**config.mk**
```make
export PLATFORM = sky130hd
export DESIGN_NAME = rom_qspi_ctrl
export DESIGN_NICKNAME = d
export VERILOG_FILES = /design/src/rtl/rom_qspi_pkg.sv /design/src/rtl/rom_qspi_ctrl.sv
export SDC_FILE = /design/constraint.sdc
export NUM_CORES = 1
export LEC_CHECK = 0
export CAP_MARGIN = 20
export CORE_MARGIN = 2
export CORE_UTILIZATION = 55
export CTS_CLUSTER_DIAMETER = 150
export CTS_CLUSTER_SIZE = 30
export DETAILED_ROUTE_END_ITERATION = 7
export PLACE_DENSITY = 0.86
export SLEW_MARGIN = 20
export SYNTH_ARGS = -nofsm -noshare
export SYNTH_HDL_FRONTEND = slang
export SYNTH_SLANG_ARGS = --single-unit
export TNS_END_PERCENT = 10
```
**constraint.sdc**
```tcl
create_clock -name clk -period 5.4 [get_ports clk]
set_input_delay 1.08 -clock clk [delete_from_list [all_inputs] [get_ports clk]]
set_output_delay 1.08 -clock clk [all_outputs]
set_load 0.03 [all_outputs]
```
**src/rtl/rom_qspi_pkg.sv**
```systemverilog
// Shared constants for the read-only Quad-SPI flash controller:
// FSM state encodings, transfer-size codes and default flash command bytes.
package rom_qspi_pkg;

  typedef logic [2:0] state_t;

  localparam state_t ST_IDLE  = 3'd0;
  localparam state_t ST_CMD   = 3'd1;
  localparam state_t ST_ADDR  = 3'd2;
  localparam state_t ST_MODE  = 3'd3;
  localparam state_t ST_DUMMY = 3'd4;
  localparam state_t ST_DATA  = 3'd5;
  localparam state_t ST_DONE  = 3'd6;

  localparam logic [1:0] SZ_BYTE = 2'd0;
  localparam logic [1:0] SZ_HALF = 2'd1;
  localparam logic [1:0] SZ_WORD = 2'd2;

  localparam logic [7:0]  DEF_CMD       = 8'hEB;
  localparam logic [7:0]  DEF_MODE_BYTE = 8'h00;
  localparam int unsigned DEF_DUMMY_SCK = 4;

  // Number of SCK cycles in the data phase: two nibbles per byte.
  function automatic logic [3:0] data_sck(input logic [1:0] sz);
    case (sz)
      SZ_BYTE: return 4'd2;
      SZ_HALF: return 4'd4;
      default: return 4'd8;
    endcase
  endfunction

endpackage

```
**src/rtl/rom_qspi_ctrl.sv**
```systemverilog
// Quad-SPI flash read controller: one 0xEB Fast Read Quad I/O transaction per
// bus read request, returning little-endian data zero-extended to 32 bits.
module rom_qspi_ctrl
  import rom_qspi_pkg::*;
#(
  parameter logic [7:0]  CMD       = DEF_CMD,
  parameter logic [7:0]  MODE_BYTE = DEF_MODE_BYTE,
  parameter int unsigned DUMMY_SCK = DEF_DUMMY_SCK
) (
  input  logic        clk,
  input  logic        rst,
  input  logic [23:0] baddr,
  input  logic [1:0]  bsz,
  input  logic        trigger_rd,
  output logic [31:0] bdo,
  output logic        brdy,
  output logic        sck,
  output logic        ce_n,
  output logic [3:0]  io_o,
  output logic [3:0]  io_oe,
  input  logic [3:0]  io_i
);

  localparam logic [3:0] DUMMY_LAST = 4'(DUMMY_SCK - 1);

  state_t      state;
  logic        phase;    // 0 = SCK low (launch), 1 = SCK high
  logic [3:0]  cnt;      // SCK cycles completed in the current state
  logic [31:0] sreg;     // outgoing opcode/address/mode, MSB first
  logic [31:0] dat;      // data assembly; copied to bdo only on DONE entry
  logic [1:0]  sz;
  logic [4:0]  nib_lsb;

  // Nibble k lands in byte k/2, high half first.
  assign nib_lsb = {cnt[2:1], ~cnt[0], 2'b00};
  assign sck     = phase;

  // NOTE: io_o/io_oe are decoded from registered state only, so they change at
  // the launch edge together with sck falling and need no reset of their own.
  always_comb begin
    io_o  = 4'h0;
    io_oe = 4'h0;
    case (state)
      ST_CMD: begin
        io_o  = {3'b000, sreg[31]};
        io_oe = 4'b0001;
      end
      ST_ADDR, ST_MODE: begin
        io_o  = sreg[31:28];
        io_oe = 4'b1111;
      end
      default: ;
    endcase
  end

  always_ff @(posedge clk or posedge rst) begin
    if (rst) begin
      state <= ST_IDLE;
      phase <= 1'b0;
      cnt   <= '0;
      sreg  <= '0;
      dat   <= '0;
      sz    <= SZ_BYTE;
      ce_n  <= 1'b1;
      brdy  <= 1'b0;
      bdo   <= '0;
    end else begin
      case (state)
        ST_IDLE: begin
          if (trigger_rd) begin
            state <= ST_CMD;
            ce_n  <= 1'b0;
            sz    <= bsz;
            sreg  <= {CMD, baddr};
            dat   <= '0;
            cnt   <= '0;
            phase <= 1'b0;
          end
        end

        ST_CMD: begin
          phase <= ~phase;
          if (phase) begin
            sreg <= {sreg[30:0], 1'b0};
            cnt  <= cnt + 4'd1;
            if (cnt == 4'd7) begin
              state <= ST_ADDR;
              cnt   <= '0;
            end
          end
        end

        ST_ADDR: begin
          phase <= ~phase;
          if (phase) begin
            sreg <= {sreg[27:0], 4'h0};
            cnt  <= cnt + 4'd1;
            if (cnt == 4'd5) begin
              state <= ST_MODE;
              cnt   <= '0;
              sreg  <= {MODE_BYTE, 24'h0};
            end
          end
        end

        ST_MODE: begin
          phase <= ~phase;
          if (phase) begin
            sreg <= {sreg[27:0], 4'h0};
            cnt  <= cnt + 4'd1;
            if (cnt == 4'd1) begin
              state <= ST_DUMMY;
              cnt   <= '0;
            end
          end
        end

        ST_DUMMY: begin
          phase <= ~phase;
          if (phase) begin
            cnt <= cnt + 4'd1;
            if (cnt == DUMMY_LAST) begin
              state <= ST_DATA;
              cnt   <= '0;
            end
          end
        end

        ST_DATA: begin
          // One trailing low-phase cycle after the last sample, then hand off.
          if (!phase && cnt == data_sck(sz)) begin
            state <= ST_DONE;
            ce_n  <= 1'b1;
            brdy  <= 1'b1;
            bdo   <= dat;
          end else begin
            phase <= ~phase;
            if (phase) begin
              dat[nib_lsb +: 4] <= io_i;
              cnt               <= cnt + 4'd1;
            end
          end
        end

        ST_DONE: begin
          if (!trigger_rd) begin
            state <= ST_IDLE;
            brdy  <= 1'b0;
          end
        end

        default: begin
          state <= ST_IDLE;
          phase <= 1'b0;
          ce_n  <= 1'b1;
          brdy  <= 1'b0;
        end
      endcase
    end
  end

endmodule

```
After elaboration in Yosys (flattened, before gate mapping)
Cells that the tools add are included.
- flip-flop bits (word level): 108
- bits of input ports: 33
- output and inout port bits: 43
- logic and storage cells: 109
- add/subtract/negate cells: 2
- eq/ne operators: 25
- shift operators: 2
- multiplexer cells: 46
- bitwise logic cells: 5
- reductions and logical operators: 20
- operator list (cell ; count):
    32-bit 2-to-1 mux ; 8
    32-bit case mux with 4 select lines ; 1
    32-bit case mux with 2 select lines ; 1
    4-bit 2-to-1 mux ; 12
    3-bit 2-to-1 mux ; 11
    32-bit bitwise mux ; 1
    4-bit by 7-bit variable shift with 32-bit output, first input constant ; 1
    4-bit by 7-bit variable part select with 32-bit output ; 1
    2-bit != test, second input constant ; 13
    4-bit case mux with 2 select lines ; 3
    4-bit case mux with 6 select lines ; 1
    3-bit case mux with 7 select lines ; 1
    11-bit AND reduction ; 1
    5-bit OR reduction ; 2
    3-bit == test, second input constant ; 3
    3-bit AND reduction ; 3
    4-bit by 3-bit == test with 1-bit output, second input constant ; 2
    8-bit AND reduction ; 1
    5-bit negation with 7-bit output ; 1
    3-bit by 2-bit == test with 1-bit output, second input constant ; 2
    1-bit case mux with 3 select lines ; 2
    6-bit nonzero test ; 1
    1-bit inverter ; 5
    5-bit AND reduction ; 1
    other kinds (18) ; 22

Logic depth before layout (Yosys ltp)
- word-level depth: 7
- depth in mapped cells: 8

Worst setup path after synthesis
OpenSTA, ideal clock, no wires.
- path kind: flip-flop to output port
- start: reg state[2]
- end: out io_o[0]
- arrival: 1730 ps
- path slack: 2590 ps
- cell stages (with the launch flop): 7
- cell sequence: dfrtp_1 > buf_6 > nand2b_1 > clkbuf_1 > clkbuf_1 > inv_1 > a22o_1
- cells in the longest elaborated chain, start to end: 3
- elaborated cells on any way between the ends: 5
- those cells by class: 3 x eq/ne; 1 x mux; 1 x reduce/logical
- RTL lines (what ; RTL line ; source):
    from (decl) ; rom_qspi_ctrl.sv:26 ; state_t state;
    from (signal assigned) ; rom_qspi_ctrl.sv:58 ; state <= ST_IDLE;
    from (signal assigned) ; rom_qspi_ctrl.sv:71 ; state <= ST_CMD;
    from (signal assigned) ; rom_qspi_ctrl.sv:87 ; state <= ST_ADDR;
    3-bit by 2-bit == test with 1-bit output ; rom_qspi_ctrl.sv:43 ; case (state)
    2-bit OR reduction ; rom_qspi_ctrl.sv:43 ;
    4-bit case mux with 2 select lines (*) ; rom_qspi_ctrl.sv:43 ;
    to (decl) ; rom_qspi_ctrl.sv:19 ; output logic [3:0] io_o,
Every way passes the cells marked *; elsewhere a longest branch is shown, timed or not.

Worst setup path after layout
- start: reg state[0]
- end: out io_oe[0]
- cells in the longest elaborated chain, start to end: 3
- elaborated cells on any way between the ends: 5
- those cells by class: 3 x eq/ne; 1 x mux; 1 x reduce/logical
- RTL lines (what ; RTL line ; source):
    3-bit by 2-bit == test with 1-bit output ; rom_qspi_ctrl.sv:43 ;
    2-bit OR reduction ; rom_qspi_ctrl.sv:43 ;
    4-bit case mux with 2 select lines (*) ; rom_qspi_ctrl.sv:43 ;
    to (decl) ; rom_qspi_ctrl.sv:20 ; output logic [3:0] io_oe,
Marks and branches as above.

==> flow_summary.json <==
{
  "routabilityCongestion": 0.8499,
  "post-place-ws_ns": 1.466,
  "dieHeight_um": 101.8,
  "grt_busiest_layer": "met2",
  "drv_cap": 0,
  "syn_inst": 460,
  "cp-end-kind": "output port",
  "skew_ns": 0.01180,
  "reg2regPathDepth": 6,
  "grt_use_met3_pct": 3.106,
  "worstPathRequired_ns": 4.32,
  "rr_startpoint": "cnt[2]$_DFFE_PP0P_",
  "use_met1_pct": 32.65,
  "grt_start_max_net_pins": 73,
  "path_clk_slew_ns": 0.10,
  "remaining_drc_errors": 0,
  "gr-total-overflow": 0,
  "firstDrtPassIters": 5,
  "synth_edf_count": 0,
  "use_met2_pct": 36.99,
  "ir_drop_mv": 0.1183,
  "synth-seq-cells": 108,
  "die_area_mm2": 0.01036,
  "syn_area_mm2": 0.005258,
  "rrSetupSlack_ns": 2.46,
  "multi_input_area_mm2": 0.002286,
  "layout_min_cycle_time_ns": 4.444,
  "synth_common_cells": "dfrtp_1, o21ai_0, nand2_1",
  "synth_area_leaders": "dfrtp_1, mux2_4, o21ai_0",
  "antenna_found_initial": 0,
  "cts.repair.resized": 0,
  "setup_ws_ns": 0.9560,
  "start_util_pct": 56.90,
  "yosysTopAreaCell": "dfrtp_1",
  "clk_latency_ns": 0.38,
  "finalHoldViolCount": 0,
  "hold_buffers": 0,
  "grt_pass1_vias": 3665,
  "yosysMostFrequentCell": "dfrtp_1",
  "hpwl_um": 7891,
  "synthArstFlopShare_pct": 100.0,
  "ys_types": 60,
  "post_cts_buffers": 0,
  "grt_pass1_wl_um": 18830,
  "p_leak_uw": 0.002654,
  "startpoint": "state[0]$_DFFE_PP0P_",
  "outcome": "complete, no violations",
  "synthToLayoutAreaGrowth_pct": 18.25,
  "gr-usage-all-layers_pct": 23.08,
  "whs_ns": 0.5144,
  "crit_end": "io_oe[0]",
  "slew-limit-headroom_pct": 21.27,
  "h-tree-depth": 3,
  "ios": 76,
  "rsz0062_at_grt": "no",
  "ant_nets": 0,
  "fin_nets": 553,
  "core_mm2": 0.009240,
  "clock-sinks": 108,
  "wl_per_cell_um": 18.04,
  "diodes": 0,
  "wl_um": 11690,
  "design_area_mm2": 0.006217,
  "r2r_end": "dat[23]$_DFFE_PP0P_",
  "period_share_pct": 82.30,
  "core.rowCount": 35,
  "synth_nets": 499,
  "die_w_um": 101.8,
  "cts-root-buf": "clkbuf_8",
  "syn_avg_cell_area_um2": 11.43,
  "tightest_slew_ns": 1.178,
  "p_per_area_mw_per_mm2": 226.4,
  "worstPathArrival_ns": 3.36,
  "fillers": 660,
  "hold_class": "reg -> reg",
  "seq_area_frac_synth_pct": 51.43,
  "num_vias": 3870,
  "slew_viol_final": 0,
  "cts_tree": "built",
  "startpoint_type": "register",
  "cts_buffers": 9,
  "max_freq_mhz": 225.0,
  "yosysWarnings": 0,
  "dr.first_iter.drc_count": 344,
  "drive_gt1_share_pct": 13.29,
  "seqCellArea_mm2": 0.002704,
  "worstPathMaxFanout": 31,
  "placed_area_mm2": 0.005972,
  "clockBufferDepth": 2,
  "fin_setup_tns_ns": 0,
  "synth_top_area_share_pct": 50.93,
  "io_buffers": 75,
  "synthFlopType": "dfrtp_1",
  "setup_viol": 0,
  "viasPerCell": 5.972,
  "setup.worst_path.class": "reg -> out"
}
==> where the power goes <==
group,internal (uW),switching [uW]
logic,28.0,28.1
registers,814,4.66
clock network,228,305
total,1070,338
==> sequential cells by signal, indices dropped and copies added, names as in the netlist <==
register  cells
bdo          32
brdy          1
ce_n          1
cnt           4
dat          32
sck           1
sreg         32
state         3
sz            2
==> worst max-delay path, cell delays in order (launching register included) <==
cell             delay (ns)
dfrtp_1                0.73
or2_1                  0.23
nand2_1                0.57
inv_1                  0.67
clkdlybuf4s50_1        0.78
==> cells by family after synthesis <==
logic type	after synthesis	share of synthesized area (%)
adders and majority gates	6	1.428
AOI/OAI and AO/OA	159	21.92
and+or+nand+nor	103	10.35
DFF	108	51.43
muxes	35	9.400
xor gates and xnor gates	1	0.1666
buffers and inverters	48	5.307
==> placed cells by master, fill, tap and decap left out, drive strengths merged, types with 5 or more instances in the layout <==
| cell type | netlist | layout |
|---|---|---|
| nand2 | 44 | 44 |
| nor2 | 18 | 18 |
| a22oi | 5 | 5 |
| a221oi | 6 | 6 |
| nand2b | 7 | 7 |
| a22o | 29 | 29 |
| nor2b | 6 | 6 |
| ha | 6 | 6 |
| clkbuf | 15 | 9 |
| inv | 12 | 16 |
| clkdlybuf4s50 | 0 | 75 |
| a21oi | 9 | 9 |
| a221o | 24 | 24 |
| dfrtp | 107 | 107 |
| o21ai | 65 | 65 |
| mux2 | 34 | 34 |
==> worst min path at each step <==
stage,from,endpoint,slack (ns),cells after the start
2_1_floorplan,sreg[30]$_DFFE_PP0P_,sreg[30]$_DFFE_PP0P_,0.46,2
3_3_place_gp,dat[0]$_DFFE_PP0P_,dat[0]$_DFFE_PP0P_,0.48,1
3_5_place_dp,dat[0]$_DFFE_PP0P_,dat[0]$_DFFE_PP0P_,0.49,1
4_1_cts,dat[2]$_DFFE_PP0P_,dat[2]$_DFFE_PP0P_,0.52,1
5_1_grt,bdo[24]$_DFFE_PP0P_,bdo[24]$_DFFE_PP0P_,0.53,1
6_report,bdo[30]$_DFFE_PP0P_,bdo[30]$_DFFE_PP0P_,0.51,1
==> final cells by class <==
cell class              instances  share of cell area (%)
multi-input cells             304                   36.77
clock inverters                 7                   1.509
repair buffers                 79                   12.88
well taps                     129                   2.596
inverters                      12                  0.7647
clock buffers                   9                   1.992
flip-flops and latches        108                   43.49
==> through the flow <==
| stage | total power (uW) | cells | utilization [%] |
|---|---|---|---|
| after detailed placement | 890.5 | 631 | 64.63 |
| final | 1407 | 648 | 67.29 |
| after floorplan | 856.6 | 460 | - |
| after global placement | 888.7 | 631 | 64.63 |
| after CTS | 1416 | 647 | 66.99 |
| after global routing | 1453 | 648 | 67.29 |
==> layer usage <==
metal	vias to the layer above	share of wire, %
li1	1804	-
met1	1900	44
met2	142	49
met3	24	5.0
met4	0	1.7
met5	-	0
Power figures use the tool's default switching activity.
